## config.mk

```make
export PLATFORM = sky130hd
export DESIGN_NAME = pt2272_decoder
export DESIGN_NICKNAME = d
export VERILOG_FILES = /design/src/rtl/pt2272_decoder.sv
export SDC_FILE = /design/constraint.sdc
export NUM_CORES = 1
export LEC_CHECK = 0
export BUFFER_PORTS_ARGS = -buffer_cell sky130_fd_sc_hd__buf_2
export CAP_MARGIN = 20
export CORE_MARGIN = 1
export CORE_UTILIZATION = 36
export CTS_BUF_LIST = sky130_fd_sc_hd__clkbuf_8
export DETAILED_ROUTE_END_ITERATION = 10
export SLEW_MARGIN = 0
export SYNTH_ARGS = -nofsm -noshare
export SYNTH_HDL_FRONTEND = slang
export SYNTH_SLANG_ARGS = --single-unit
export TNS_END_PERCENT = 30
```

## constraint.sdc

```tcl
create_clock -name INPUT_CLK -period 2.4 [get_ports INPUT_CLK]
set_clock_uncertainty 0.15 [all_clocks]
set_input_delay 0.48 -clock INPUT_CLK [delete_from_list [all_inputs] [get_ports INPUT_CLK]]
set_output_delay 0.48 -clock INPUT_CLK [all_outputs]
set_load 0.05 [all_outputs]
```

## src/rtl/pt2272_decoder.sv

```systemverilog
// PT2272-style remote-control decoder.
// Measures slot-coded pulses on DIN, assembles 24 half-bits into 12 trits,
// compares the address against ADDR_CFG and requires two consecutive equal
// data words before it updates DATA_OUT, raises VT and pulses WORD_STB.
// VT falls VT_HOLD_SLOTS slots after the last confirmed word; DATA_OUT latches.
module pt2272_decoder #(
  parameter int SLOT_CLKS     = 16,
  parameter int VT_HOLD_SLOTS = 512
) (
  input  logic        INPUT_CLK,
  input  logic        RST_N,
  input  logic        DIN,
  input  logic [15:0] ADDR_CFG,
  output logic [3:0]  DATA_OUT,
  output logic        VT,
  output logic        WORD_STB
);

  localparam int CW = $clog2(8*SLOT_CLKS + 1);
  localparam int SW = $clog2(SLOT_CLKS);
  localparam int VW = $clog2(VT_HOLD_SLOTS + 1);

  // Pulse-width thresholds in clock cycles
  localparam logic [CW-1:0] SYNC_MIN  = CW'(8*SLOT_CLKS);
  localparam logic [CW-1:0] SYNC_LAST = CW'(8*SLOT_CLKS - 1);
  localparam logic [CW-1:0] GAP_MIN   = CW'(5*SLOT_CLKS);
  localparam logic [CW-1:0] HI_MAX    = CW'(5*SLOT_CLKS);
  localparam logic [CW-1:0] ONE_MIN   = CW'(2*SLOT_CLKS);
  localparam logic [CW-1:0] CNT_ONE   = CW'(1);
  localparam logic [SW-1:0] SLOT_LAST = SW'(SLOT_CLKS - 1);
  localparam logic [VW-1:0] VT_LOAD   = VW'(VT_HOLD_SLOTS);
  localparam logic [VW-1:0] VT_ONE    = VW'(1);
  localparam logic [4:0]    HALVES    = 5'd24;

  localparam logic [1:0] IDLE  = 2'd0;
  localparam logic [1:0] HIGH  = 2'd1;
  localparam logic [1:0] LOW   = 2'd2;
  localparam logic [1:0] CHECK = 2'd3;

  logic          din_meta, s_din;
  logic [1:0]    state, state_n;
  logic [CW-1:0] idle_cnt, idle_n;
  logic [CW-1:0] hi_cnt, hi_n;
  logic [CW-1:0] lo_cnt, lo_n;
  logic [4:0]    half_cnt, half_n;
  logic [23:0]   halves, halves_n;
  logic          abort;

  logic [SW-1:0] slot_cnt;
  logic          slot_tick;
  logic [VW-1:0] vt_cnt;
  logic          pend_vld;
  logic [3:0]    pend_data;

  logic [11:0][1:0] trit;
  logic             addr_ok, data_ok, match;
  logic [3:0]       rx_data;

  // Two-flop synchronizer for the asynchronous serial line
  always_ff @(posedge INPUT_CLK or negedge RST_N) begin
    if (!RST_N) begin
      din_meta <= 1'b0;
      s_din    <= 1'b0;
    end else begin
      din_meta <= DIN;
      s_din    <= din_meta;
    end
  end

  // Halves shift in at the MSB, so after 24 halves the first one sits at bit 0.
  // Trit code is {first half, second half}, matching the ADDR_CFG encoding.
  for (genvar i = 0; i < 12; i++) begin : g_trit
    assign trit[i] = {halves[2*i], halves[2*i+1]};
  end

  // Word match: address trits equal the configuration, data trits are 0 or 1
  always_comb begin
    addr_ok = 1'b1;
    data_ok = 1'b1;
    rx_data = '0;
    for (int i = 0; i < 8; i++) begin
      if (trit[i] != ADDR_CFG[2*i +: 2] || trit[i] == 2'b10) addr_ok = 1'b0;
    end
    for (int j = 0; j < 4; j++) begin
      case (trit[8+j])
        2'b00:   rx_data[j] = 1'b0;
        2'b11:   rx_data[j] = 1'b1;
        default: data_ok    = 1'b0;
      endcase
    end
    match = addr_ok && data_ok;
  end

  // Line-state machine: measures high and low pulse widths, collects halves
  always_comb begin
    state_n  = state;
    idle_n   = idle_cnt;
    hi_n     = hi_cnt;
    lo_n     = lo_cnt;
    half_n   = half_cnt;
    halves_n = halves;
    abort    = 1'b0;
    case (state)
      IDLE: begin
        if (s_din) begin
          idle_n = '0;
        end else if (idle_cnt >= SYNC_LAST) begin
          // A full sync gap: frame-ready, waiting for the first rise
          state_n = LOW;
          lo_n    = SYNC_MIN;
          half_n  = '0;
          idle_n  = '0;
        end else begin
          idle_n = idle_cnt + 1'b1;
        end
      end
      HIGH: begin
        if (s_din) begin
          if (hi_cnt >= HI_MAX) begin
            state_n = IDLE;
            idle_n  = '0;
            abort   = 1'b1;
          end else begin
            hi_n = hi_cnt + 1'b1;
          end
        end else begin
          halves_n = {(hi_cnt >= ONE_MIN), halves[23:1]};
          half_n   = (half_cnt < HALVES) ? half_cnt + 1'b1 : half_cnt;
          lo_n     = CNT_ONE;
          state_n  = LOW;
        end
      end
      LOW: begin
        if (s_din) begin
          if (lo_cnt >= SYNC_MIN) begin
            // First rise after a sync gap starts a new word
            state_n = HIGH;
            hi_n    = CNT_ONE;
            half_n  = '0;
          end else if (lo_cnt < GAP_MIN && half_cnt < HALVES) begin
            state_n = HIGH;
            hi_n    = CNT_ONE;
          end else begin
            // Too-long mid-word low, or a 25th half-bit
            state_n = IDLE;
            idle_n  = '0;
            abort   = 1'b1;
          end
        end else begin
          if (lo_cnt < SYNC_MIN) lo_n = lo_cnt + 1'b1;
          if (lo_cnt == SYNC_LAST) begin
            if (half_cnt == HALVES) begin
              state_n = CHECK;
            end else begin
              // Partial word dropped; the gap itself is still a valid sync
              abort  = (half_cnt != 5'd0);
              half_n = '0;
            end
          end
        end
      end
      CHECK: begin
        state_n = LOW;
        lo_n    = SYNC_MIN;
        half_n  = '0;
      end
      default: begin
        state_n = IDLE;
        idle_n  = '0;
      end
    endcase
  end

  // State and counter registers
  always_ff @(posedge INPUT_CLK or negedge RST_N) begin
    if (!RST_N) begin
      state    <= IDLE;
      idle_cnt <= '0;
      hi_cnt   <= '0;
      lo_cnt   <= '0;
      half_cnt <= '0;
      halves   <= '0;
    end else begin
      state    <= state_n;
      idle_cnt <= idle_n;
      hi_cnt   <= hi_n;
      lo_cnt   <= lo_n;
      half_cnt <= half_n;
      halves   <= halves_n;
    end
  end

  assign slot_tick = (slot_cnt == SLOT_LAST);

  // Pending word, confirmation, outputs and VT hold timer.
  // The CHECK branch is written last so a confirm overrides a same-cycle expiry.
  always_ff @(posedge INPUT_CLK or negedge RST_N) begin
    if (!RST_N) begin
      slot_cnt  <= '0;
      vt_cnt    <= '0;
      pend_vld  <= 1'b0;
      pend_data <= '0;
      DATA_OUT  <= '0;
      VT        <= 1'b0;
      WORD_STB  <= 1'b0;
    end else begin
      WORD_STB <= 1'b0;
      slot_cnt <= slot_tick ? '0 : slot_cnt + 1'b1;
      if (VT && slot_tick) begin
        if (vt_cnt <= VT_ONE) begin
          vt_cnt   <= '0;
          VT       <= 1'b0;
          pend_vld <= 1'b0;
        end else begin
          vt_cnt <= vt_cnt - 1'b1;
        end
      end
      if (abort) pend_vld <= 1'b0;
      if (state == CHECK) begin
        if (!match) begin
          pend_vld <= 1'b0;
        end else if (pend_vld && pend_data == rx_data) begin
          DATA_OUT <= rx_data;
          VT       <= 1'b1;
          WORD_STB <= 1'b1;
          vt_cnt   <= VT_LOAD;
          slot_cnt <= '0;
          pend_vld <= 1'b1;
        end else begin
          pend_vld  <= 1'b1;
          pend_data <= rx_data;
        end
      end
    end
  end

endmodule

```

* Word level (Yosys, flattened, before mapping)
Cells that the tools add are included.
Storage, ports and cells: bits in registers 82, input port bits 19, output and inout port bits 6, word-level logic and storage cells 196
Operators by class: $add $sub $neg 6, $lt $le $gt $ge 8, equal/unequal tests 45, mux-type cells 85, bitwise operators 2, reductions and logical operators 35
Operator list (count):
- 8-bit two-way mux | 17
- 10-bit two-way mux | 5
- 5-bit two-way mux | 8
- 1-bit two-way mux | 38
- 8-bit case mux with 4 select lines | 1
- 2-bit == test, second input constant | 14
- 8-bit by 1-bit adder with 8-bit output, second input constant | 3
- 2-bit != test, second input constant | 12
- 8-bit case mux with 3 select lines | 1
- 5-bit case mux with 4 select lines | 1
- 3-bit != test, second input constant | 6
- 8-bit by 7-bit greater-or-equal comparator with 1-bit output, second input constant | 2
- 4-bit two-way mux | 4
- 2-bit != test | 8
- 8-bit case mux with 2 select lines | 1
- 5-bit AND reduction | 3
- 2-bit two-way mux | 7
- 10-bit by 1-bit <= comparator with 1-bit output, second input constant | 1
- 2-bit logical NOT | 5
- 10-bit by 1-bit subtractor with 10-bit output, second input constant | 1
- 3-bit nonzero test | 3
- 8-bit by 7-bit == test with 1-bit output, second input constant | 1
- 8-bit by 6-bit greater-or-equal comparator with 1-bit output, second input constant | 1
- 8-bit greater-or-equal comparator, second input constant | 1
- 21 further kinds | 37

* Longest topological paths before layout
Gate-level depths: netlist of run 1.
word-level depth 13, gate-level depth with buffers 10

* Worst setup path before layout of run 1
No wires, ideal clock.
path type register to register, start register halves[18], end register DATA_OUT[0], data arrival time 1.986 ns, required time 2.125 ns, slack 0.139 ns, stages on the path, launching flop included 7, buffers on the path 0, clock period less this slack 2.261 ns, cell sequence dfrtp_1 -> ha_1 -> or3_1 -> a2111oi_4 -> and3_2 -> nand4_4 -> mux2_2
Between the ends: word-level cells in the longest chain between the ends 7
RTL lines:
- from (decl) | RTL line 46 | logic [23:0] halves, halves_n;
- from (signal assigned) | RTL line 189 | halves <= halves_n;
- 2-bit == test or 2-bit logical NOT (tied branches) | RTL line 85 | case (trit[8+j])
- 2-bit OR reduction (no source line)
- 1-bit two-way mux (3 in series) | RTL line 85
- 1-bit logical AND | RTL line 91 | match = addr_ok && data_ok;
- 3-bit AND reduction (no source line) (*)
- to (signal assigned) | RTL line 223 | DATA_OUT <= rx_data;
- to (decl) | RTL line 14 | output logic [3:0] DATA_OUT,
Mark *: on every way between the ends. The rest lies on a longest branch, timed or not. A chain may end at the register's enable or synchronous reset.

* Worst setup path in the final report of run 1
start register halves[18], end register DATA_OUT[2]
The elaborated chain is that of the path after synthesis.

==> impl_metrics.tcl, run 1 <==
set metrics [dict create \
    synth-edff-count 0 \
    drive_gt1_share_pct 15.18 \
    synth_cells 483 \
    final_common_cell "nand2_1" \
    ys_top_cells_by_area "dfrtp_1, nand2_1, ha_1" \
    drc 0 \
    fin_setup_tns_ps 0 \
    cts-root-buf "clkbuf_8" \
    p_leak_nw 2.305 \
    synth.largest_area_cell "dfrtp_1" \
    tritoncts "done" \
    yosys.area.top_type_share_pct 46.04 \
    clkTransAtPathRegs_ps 80 \
    die-area_sq_um 12830 \
    drv_cap 0 \
    overflow 0 \
    clock_latency_ps 370 \
    start_kind "flop" \
    first_iter_violations 213 \
    synth_fa_ha_area_share_pct 5.334 \
    die_x_microns 113.3 \
    nFillCells 1172 \
    via_per_inst 5.076 \
    final_cell_mix "nand2_1, dfrtp_1, nor2_1" \
    cp-end-kind "flop" \
    critPathRequiredTime_ps 2500 \
    slew_violations 0 \
    ys_warn_count 0 \
    cts_buffer_depth 2 \
    syn_nets 521 \
    wl_mm 9.436 \
    cts-buffers-inserted 9 \
    fin_nets 560 \
    dp_slack_ps 43.71 \
    synth-xor-area-share_pct 3.930 \
    ios 25 \
    grt_setup_unrepaired "true" \
    synth_area_per_cell_sq_um 9.227 \
    synthArstFlopShare_pct 100.0 \
    grt_max_degree 53 \
    place_area_sq_um 4870 \
    hold_path.class "in2reg" \
    start_util_pct 36.95 \
    synth_seq_cells 82 \
    arrival_ps 2400 \
    muxShareOfSynthArea_pct 2.751 \
    tightest_slew_ps 484.8 \
    dp_cells 677 \
    n_antenna_cell 0 \
    h-tree-depth 3 \
    yosys.area_share.simple_pct 24.12 \
    die_y_microns 113.3 \
    synth_top_family_by_area "simple AND/OR/NAND/NOR gates" \
    power_mw 2.408 \
    setup_viol 0 \
    slew_headroom_pct 67.34 \
    numPortBuffers 24 \
    synth_cell_types 60 \
    drt_first_pass_iters 6 \
    design_area_sq_um 5072 \
    regArea_sq_um 2052 \
    dp_hpwl_mm 6.846 \
    worst-setup-path-type "reg2reg" \
    cts.sinks 82 \
    ys.flop_type "dfrtp_1" \
    p_per_area_nw_per_um2 474.7 \
    crit_path_max_fanout 7 \
    multi_input_area_sq_um 2257 \
    period_needed_ps 2303 \
    fin_crit_sh_pct 95.94 \
    layout.cells.non_filler 695 \
    rows 40 \
    grt_pass1_vias 3372 \
    finalWeightedCongestion 0.8471 \
    synth_compound_area_share_pct 14.29 \
    ant_nets 0 \
    dr_total_vias 3528 \
    wl_per_cell_microns 13.58 \
    synth-seq-area-share_pct 46.04 \
    whs_ps 72.92 \
    syn2layout_area_growth_pct 13.81 \
    peakVddDrop_mv 0.2542 \
    postLayoutCoreUtil_pct 42.05 \
    grt_usage_pct 15.88 \
    status "complete, no violations" \
    grt_first_pass_wirelength_mm 16.08 \
    fmaxAchievable_ghz 0.4343 \
    grt_antenna_before_repair 0 \
    final-hold-violation-count 0 \
    syn_area_sq_um 4457 \
    finalWorstSetupSlack_ps 97.43 \
    core_sq_um 12060 \
]
worst paths after layout:
path	startpoint	endpoint	slack [ps]	depth (start not counted)
max reg2reg	halves[18]$_DFFE_PN0P_	DATA_OUT[2]$_DFFE_PN0P_	100	6
max	halves[18]$_DFFE_PN0P_	DATA_OUT[2]$_DFFE_PN0P_	100	6
min in group asynchronous	RST_N	halves[8]$_DFFE_PN0P_	420	2
min	DIN	din_meta$_DFF_PN0_	70	1
min reg2reg	din_meta$_DFF_PN0_	s_din$_DFF_PN0_	210	0
max in group asynchronous	RST_N	idle_cnt[5]$_DFFE_PN0P_	1050	3
repair_timing:
action,4_1_cts,5_1_grt
hold buffers,1,0
endpoints found under the setup margin,0,25
resized for setup,0,4
setup buffers,0,1
hold endpoints to repair,30,0
power by group:
group | switching, mW | internal (mW)
registers | 0.00574 | 1.39
clock network | 0.544 | 0.383
logic | 0.0574 | 0.0325
per-layer routing:
layer / vias to the layer above / part of all wire [%] / global-route usage, % / wire length [microns]
met2: 65 / 48 / 26.50 / 4531
li1: 1768 / - / - / -
met1: 1683 / 47 / 20.43 / 4388
met4: 0 / 1.3 / 4.912 / 123
met3: 12 / 4.2 / 3.696 / 392
met5: - / 0 / 0 / 0
synth_stat cells (3+ instances only):
library cell and count:
nand2_1 91, dfrtp_1 82, nor2_1 40, o21ai_0 38
inv_1 26, a21oi_1 20, ha_1 19, nand3_1 16
nor3_1 16, xnor2_1 15, mux2_2 10, nor2b_1 8
and3_1 6, clkbuf_1 6, o31ai_1 6, xor2_1 5
and2_1 4, nand2b_1 4, nand4_1 4, buf_2 3
nand4_4 3, nand4b_1 3, o211ai_1 3, o22a_1 3
or4_1 3
state kept, by name, indices dropped and copies added, names as in the netlist, 2 cells and up:
name	cells
DATA_OUT	4
state	2
slot_cnt	4
lo_cnt	8
half_cnt	5
idle_cnt	8
pend_data	4
vt_cnt	10
halves	24
hi_cnt	8
cell families (layout without fill, tap and decap cells):
group	Yosys count	in the layout
compound gates	98	98
xor+xnor	20	20
fa+ha+maj	19	19
buf+inv	39	83
flops	82	82
mux	11	11
simple gates	214	214
worst max-delay path, cell delays in order (launching register included):
cell and delay (ps):
dfrtp_1 390, ha_1 280, or3_1 410, a2111oi_4 230, and3_4 280, nand4_4 130, mux2_2 310
cell type report:
type	instances	share of cell area (%)
clock inverter	7	1.061
multi-input combinational	362	44.50
sequential	82	40.45
inverter	26	1.924
clock buffer	9	2.442
tap	168	4.144
timing repair buffer	41	5.476
No activity file was read; power rests on OpenSTA's default activity.
==> inputs of run 2 (changes only) <==
--- a/config.mk
+++ b/config.mk
@@ -11,6 +11,8 @@
 export CORE_UTILIZATION = 36
 export CTS_BUF_LIST = sky130_fd_sc_hd__clkbuf_8
 export DETAILED_ROUTE_END_ITERATION = 10
+export PLACE_DENSITY = 0.53
+export SETUP_SLACK_MARGIN = 0.05
 export SLEW_MARGIN = 0
 export SYNTH_ARGS = -nofsm -noshare
 export SYNTH_HDL_FRONTEND = slang
==> impl_metrics.tcl, run 2 (same netlist as run 1, synthesis figures left out) <==
set metrics [dict create \
    worstPathCellList "ha_1, or3_4, a2111oi_4, and3_4, nand4_4, mux2_2" \
    cts-root-buf "clkbuf_8" \
    biggestRegsByFlops "halves x24, vt_cnt x10" \
    drive_gt1_share_pct 15.53 \
    overflow 0 \
    critical-path-top-delay-family "simple AND/OR/NAND/NOR gates" \
    crit_buf_inv 0 \
    slew_headroom_pct 47.74 \
    wl_mm 9.581 \
    rows 40 \
    arrival_ps 2400 \
    clkTransAtPathRegs_ps 90 \
    postLayoutCoreUtil_pct 42.31 \
    slew_violations 0 \
    fin_setup_tns_ps 0 \
    syn2layout_area_growth_pct 14.51 \
    max_stage_delay_ps 410 \
    die_y_microns 113.3 \
    drt_first_pass_iters 4 \
    critPathRequiredTime_ps 2510 \
    start_kind "flop" \
    multi_input_area_sq_um 2261 \
    h-tree-depth 3 \
    place_area_sq_um 4877 \
    ios 25 \
    peakVddDrop_mv 0.3736 \
    drv_cap 0 \
    final_cell_mix "nand2_1, dfrtp_1, nor2_1" \
    worst-setup-path-type "reg2reg" \
    status "complete, no violations" \
    cp-end-kind "flop" \
    cts_buffer_depth 2 \
    first_iter_violations 148 \
    core_sq_um 12060 \
    dp_hpwl_mm 6.796 \
    clock_latency_ps 360 \
    start_util_pct 36.95 \
    grt_antenna_before_repair 0 \
    numPortBuffers 24 \
    design_area_sq_um 5104 \
    setup_viol 0 \
    largest_reg_flops 24 \
    cts-buffers-inserted 9 \
    cts.sinks 82 \
    period_needed_ps 2288 \
    crit_path_max_fanout 7 \
    die_x_microns 113.3 \
    regArea_sq_um 2052 \
    wl_per_cell_microns 13.77 \
    grt_pass1_vias 3539 \
    dr_total_vias 3497 \
    ant_nets 0 \
    final_common_cell "nand2_1" \
    finalWeightedCongestion 0.7996 \
    grt_max_degree 83 \
    whs_ps 68.92 \
    die-area_sq_um 12830 \
    hold_path.class "in2reg" \
    fin_crit_sh_pct 95.35 \
    p_per_area_nw_per_um2 485.9 \
    final-hold-violation-count 0 \
    fin_nets 562 \
    grt_setup_unrepaired "true" \
    crit_slowest_cell "dfrtp_1" \
    grt_first_pass_wirelength_mm 16.87 \
    via_per_inst 5.024 \
    grt_usage_pct 16.86 \
    tritoncts "done" \
    top_register "halves" \
    p_leak_nw 2.328 \
    n_antenna_cell 0 \
    tightest_slew_ps 782.1 \
    fmaxAchievable_ghz 0.4370 \
    drc 0 \
    nFillCells 1207 \
]
run 2: cell type report:
class | instances | share of cell area [%]
clock buffer | 9 | 2.427
clock inverter | 6 | 1.299
inverter | 26 | 1.912
multi-input combinational | 362 | 44.30
sequential | 82 | 40.21
tap | 168 | 4.119
timing repair buffer | 43 | 5.737
run 2: per-layer routing:
layer / global-route usage, % / share of wire [%] / vias to the layer above
li1: - / - / 1766
met1: 20.20 / 47 / 1678
met2: 29.00 / 49 / 46
met3: 5.249 / 3.4 / 7
met4: 5.000 / 0.68 / 0
met5: 0 / 0 / -
run 2: what timing repair did:
item                       CTS  global route
buffers inserted             0             2
hold endpoints to repair    76             0
setup endpoints to repair   10            21
resized for setup            1             2
hold buffers                 1             0
pin swaps                    1             0
run 2: worst paths after layout:
check                           cells after the start              startpoint                 endpoint  slack, ps
worst max-delay path                                6  halves[20]$_DFFE_PN0P_  DATA_OUT[3]$_DFFE_PN0P_        110
worst min-delay path                                1                     DIN       din_meta$_DFF_PN0_         70
worst max register to register                      6  halves[20]$_DFFE_PN0P_  DATA_OUT[3]$_DFFE_PN0P_        110
worst min register to register                      0      din_meta$_DFF_PN0_          s_din$_DFF_PN0_        210
max in group asynchronous                           3                   RST_N    hi_cnt[0]$_DFFE_PN0P_       1230
min in group asynchronous                           3                   RST_N    halves[9]$_DFFE_PN0P_        520
run 2: power breakdown:
part / switching, mW / internal (mW) / leakage [nW]
clock network: 0.520 / 0.478 / 0.0994
logic: 0.0570 / 0.0326 / 1.16
registers: 0.00586 / 1.39 / 1.07
total: 0.583 / 1.90 / 2.33
run 2: metrics by stage:
| step | power (mW) | setup slack, ps | instances |
|---|---|---|---|
| global placement | 1.509 | 64.71 | 678 |
| detailed placement | 1.511 | 35.95 | 678 |
| floorplan | 1.450 | 138.9 | 483 |
| global route | 2.600 | 0.6548 | 696 |
| finish | 2.480 | 111.7 | 696 |
| CTS | 2.541 | 55.22 | 694 |
==> inputs of run 3 (changes only) <==
--- a/config.mk
+++ b/config.mk
@@ -11,6 +11,7 @@
 export CORE_UTILIZATION = 36
 export CTS_BUF_LIST = sky130_fd_sc_hd__clkbuf_8
 export DETAILED_ROUTE_END_ITERATION = 10
+export HOLD_SLACK_MARGIN = 0.15
 export PLACE_DENSITY = 0.53
 export SETUP_SLACK_MARGIN = 0.05
 export SLEW_MARGIN = 0
==> impl_metrics.tcl, run 3 (same netlist as run 1, synthesis figures left out) <==
set metrics [dict create \
    status "complete, no violations" \
    final_common_cell "nand2_1" \
    cts-root-buf "clkbuf_8" \
    largest_reg_flops 24 \
    slew_violations 0 \
    core_sq_um 12060 \
    p_leak_nw 2.332 \
    clock_latency_ps 370 \
    overflow 0 \
    drv_cap 0 \
    crit_buf_inv 0 \
    die-area_sq_um 12830 \
    wl_per_cell_microns 13.77 \
    worst-setup-path-type "reg2reg" \
    ios 25 \
    worstPathCellList "ha_1, or3_4, a2111oi_4, and3_4, nand4_4, mux2_2" \
    fin_crit_sh_pct 95.34 \
    critPathRequiredTime_ps 2510 \
    start_kind "flop" \
    min_path_cells 0 \
    cp-end-kind "flop" \
    ant_nets 0 \
    peakVddDrop_mv 0.3737 \
    die_y_microns 113.3 \
    slew_headroom_pct 47.58 \
    max_stage_delay_ps 410 \
    worstHoldStart "din_meta$_DFF_PN0_" \
    power_mw 2.481 \
    dr_total_vias 3501 \
    cts.sinks 82 \
    drc 0 \
    tritoncts "done" \
    clkTransAtPathRegs_ps 90 \
    crit_slowest_cell "dfrtp_1" \
    whs_ps 208.7 \
    cts_buffer_depth 2 \
    fmaxAchievable_ghz 0.4370 \
    arrival_ps 2400 \
    start_util_pct 36.95 \
    fin_nets 563 \
    grt_pass1_vias 3539 \
    r2r_slack_ps 110 \
    grt_usage_pct 16.86 \
    grt_setup_unrepaired "true" \
    final_cell_mix "nand2_1, dfrtp_1, nor2_1" \
    via_per_inst 5.023 \
    p_per_area_nw_per_um2 485.2 \
    grt_max_degree 83 \
    critical-path-top-delay-family "simple AND/OR/NAND/NOR gates" \
    drive_gt1_share_pct 15.50 \
    hold_end "s_din$_DFF_PN0_" \
    h-tree-depth 3 \
    startpoint "halves[20]$_DFFE_PN0P_" \
    numPortBuffers 24 \
    final-hold-violation-count 0 \
    tightest_slew_ps 784.4 \
    drt_first_pass_iters 4 \
    grt_first_pass_wirelength_mm 16.87 \
    setup_viol 0 \
    first_iter_violations 152 \
    rows 40 \
    period_needed_ps 2288 \
    wl_mm 9.598 \
    dp_hpwl_mm 6.796 \
    cts-buffers-inserted 9 \
    r2r_end "DATA_OUT[3]$_DFFE_PN0P_" \
    n_antenna_cell 0 \
    biggestRegsByFlops "halves x24, vt_cnt x10" \
    grt_antenna_before_repair 0 \
    finalWeightedCongestion 0.7996 \
    fin_setup_tns_ps 0 \
    syn2layout_area_growth_pct 14.74 \
    top_register "halves" \
    reg2reg_from "halves[20]$_DFFE_PN0P_" \
    rr_worst_depth 6 \
    crit_path_max_fanout 7 \
    hold_path.class "reg2reg" \
    nFillCells 1206 \
    die_x_microns 113.3 \
]
==> run 3: area by class of cell <==
cell class	instances	area [sq um]	area share, %
Tap cell	168	210.2	4.111
Clock buffer	9	123.9	2.422
Multi-Input combinational cell	362	2261	44.21
Clock inverter	6	66.31	1.297
Sequential cell	82	2052	40.13
Timing Repair Buffer	44	302.8	5.921
Inverter	26	97.59	1.908
==> run 3: what timing repair did <==
| item | in CTS | in global routing |
|---|---|---|
| resized for setup | 1 | 2 |
| hold endpoints to repair | 83 | 0 |
| hold buffers | 2 | 0 |
| gates cloned | 0 | 0 |
| pin swaps | 1 | 0 |
| endpoints found under the setup margin | 10 | 21 |
| setup buffers | 0 | 2 |
==> run 3: per-stage QoR <==
step	instances	setup WS, ps	util [%]	instance area, sq um
final	697	111.9	42.40	5114
after global routing	697	0.6548	42.40	5114
after CTS	695	55.22	42.21	5091
after detailed placement	678	35.95	40.44	4877
after global placement	678	64.71	40.44	4877
after floorplan	483	138.9	-	4457
==> run 3: how the worst max path moves through the flow <==
stage / to / slack (ps) / cells past startpoint
after floorplan: DATA_OUT[0]$_DFFE_PN0P_ / 140 / 6
after global placement: DATA_OUT[0]$_DFFE_PN0P_ / 60 / 6
after detailed placement: DATA_OUT[3]$_DFFE_PN0P_ / 40 / 6
after CTS: DATA_OUT[3]$_DFFE_PN0P_ / 60 / 6
after global routing: DATA_OUT[3]$_DFFE_PN0P_ / 0.7 / 6
final: DATA_OUT[3]$_DFFE_PN0P_ / 110 / 6
==> run 3: worst register-to-register path: stages (launching register included) <==
cell,delay (ps)
dfrtp_1,410
ha_1,300
or3_4,380
a2111oi_4,210
and3_4,270
nand4_4,160
mux2_2,300
==> run 3: per-layer routing <==
layer	global-route usage [%]	part of all wire, %	up-vias
met5	0	0	-
met4	5.000	0.68	0
met3	5.249	3.3	7
met2	29.00	49	46
met1	20.20	46	1679
li1	-	-	1769
==> run 3: power breakdown <==
group          total, mW  switching, mW  internal (mW)  leakage [nW]
combinational     0.0909         0.0572         0.0337          1.16
clock              0.999          0.520          0.478        0.0994
sequential          1.39        0.00582           1.39          1.07
total               2.48          0.583           1.90          2.33
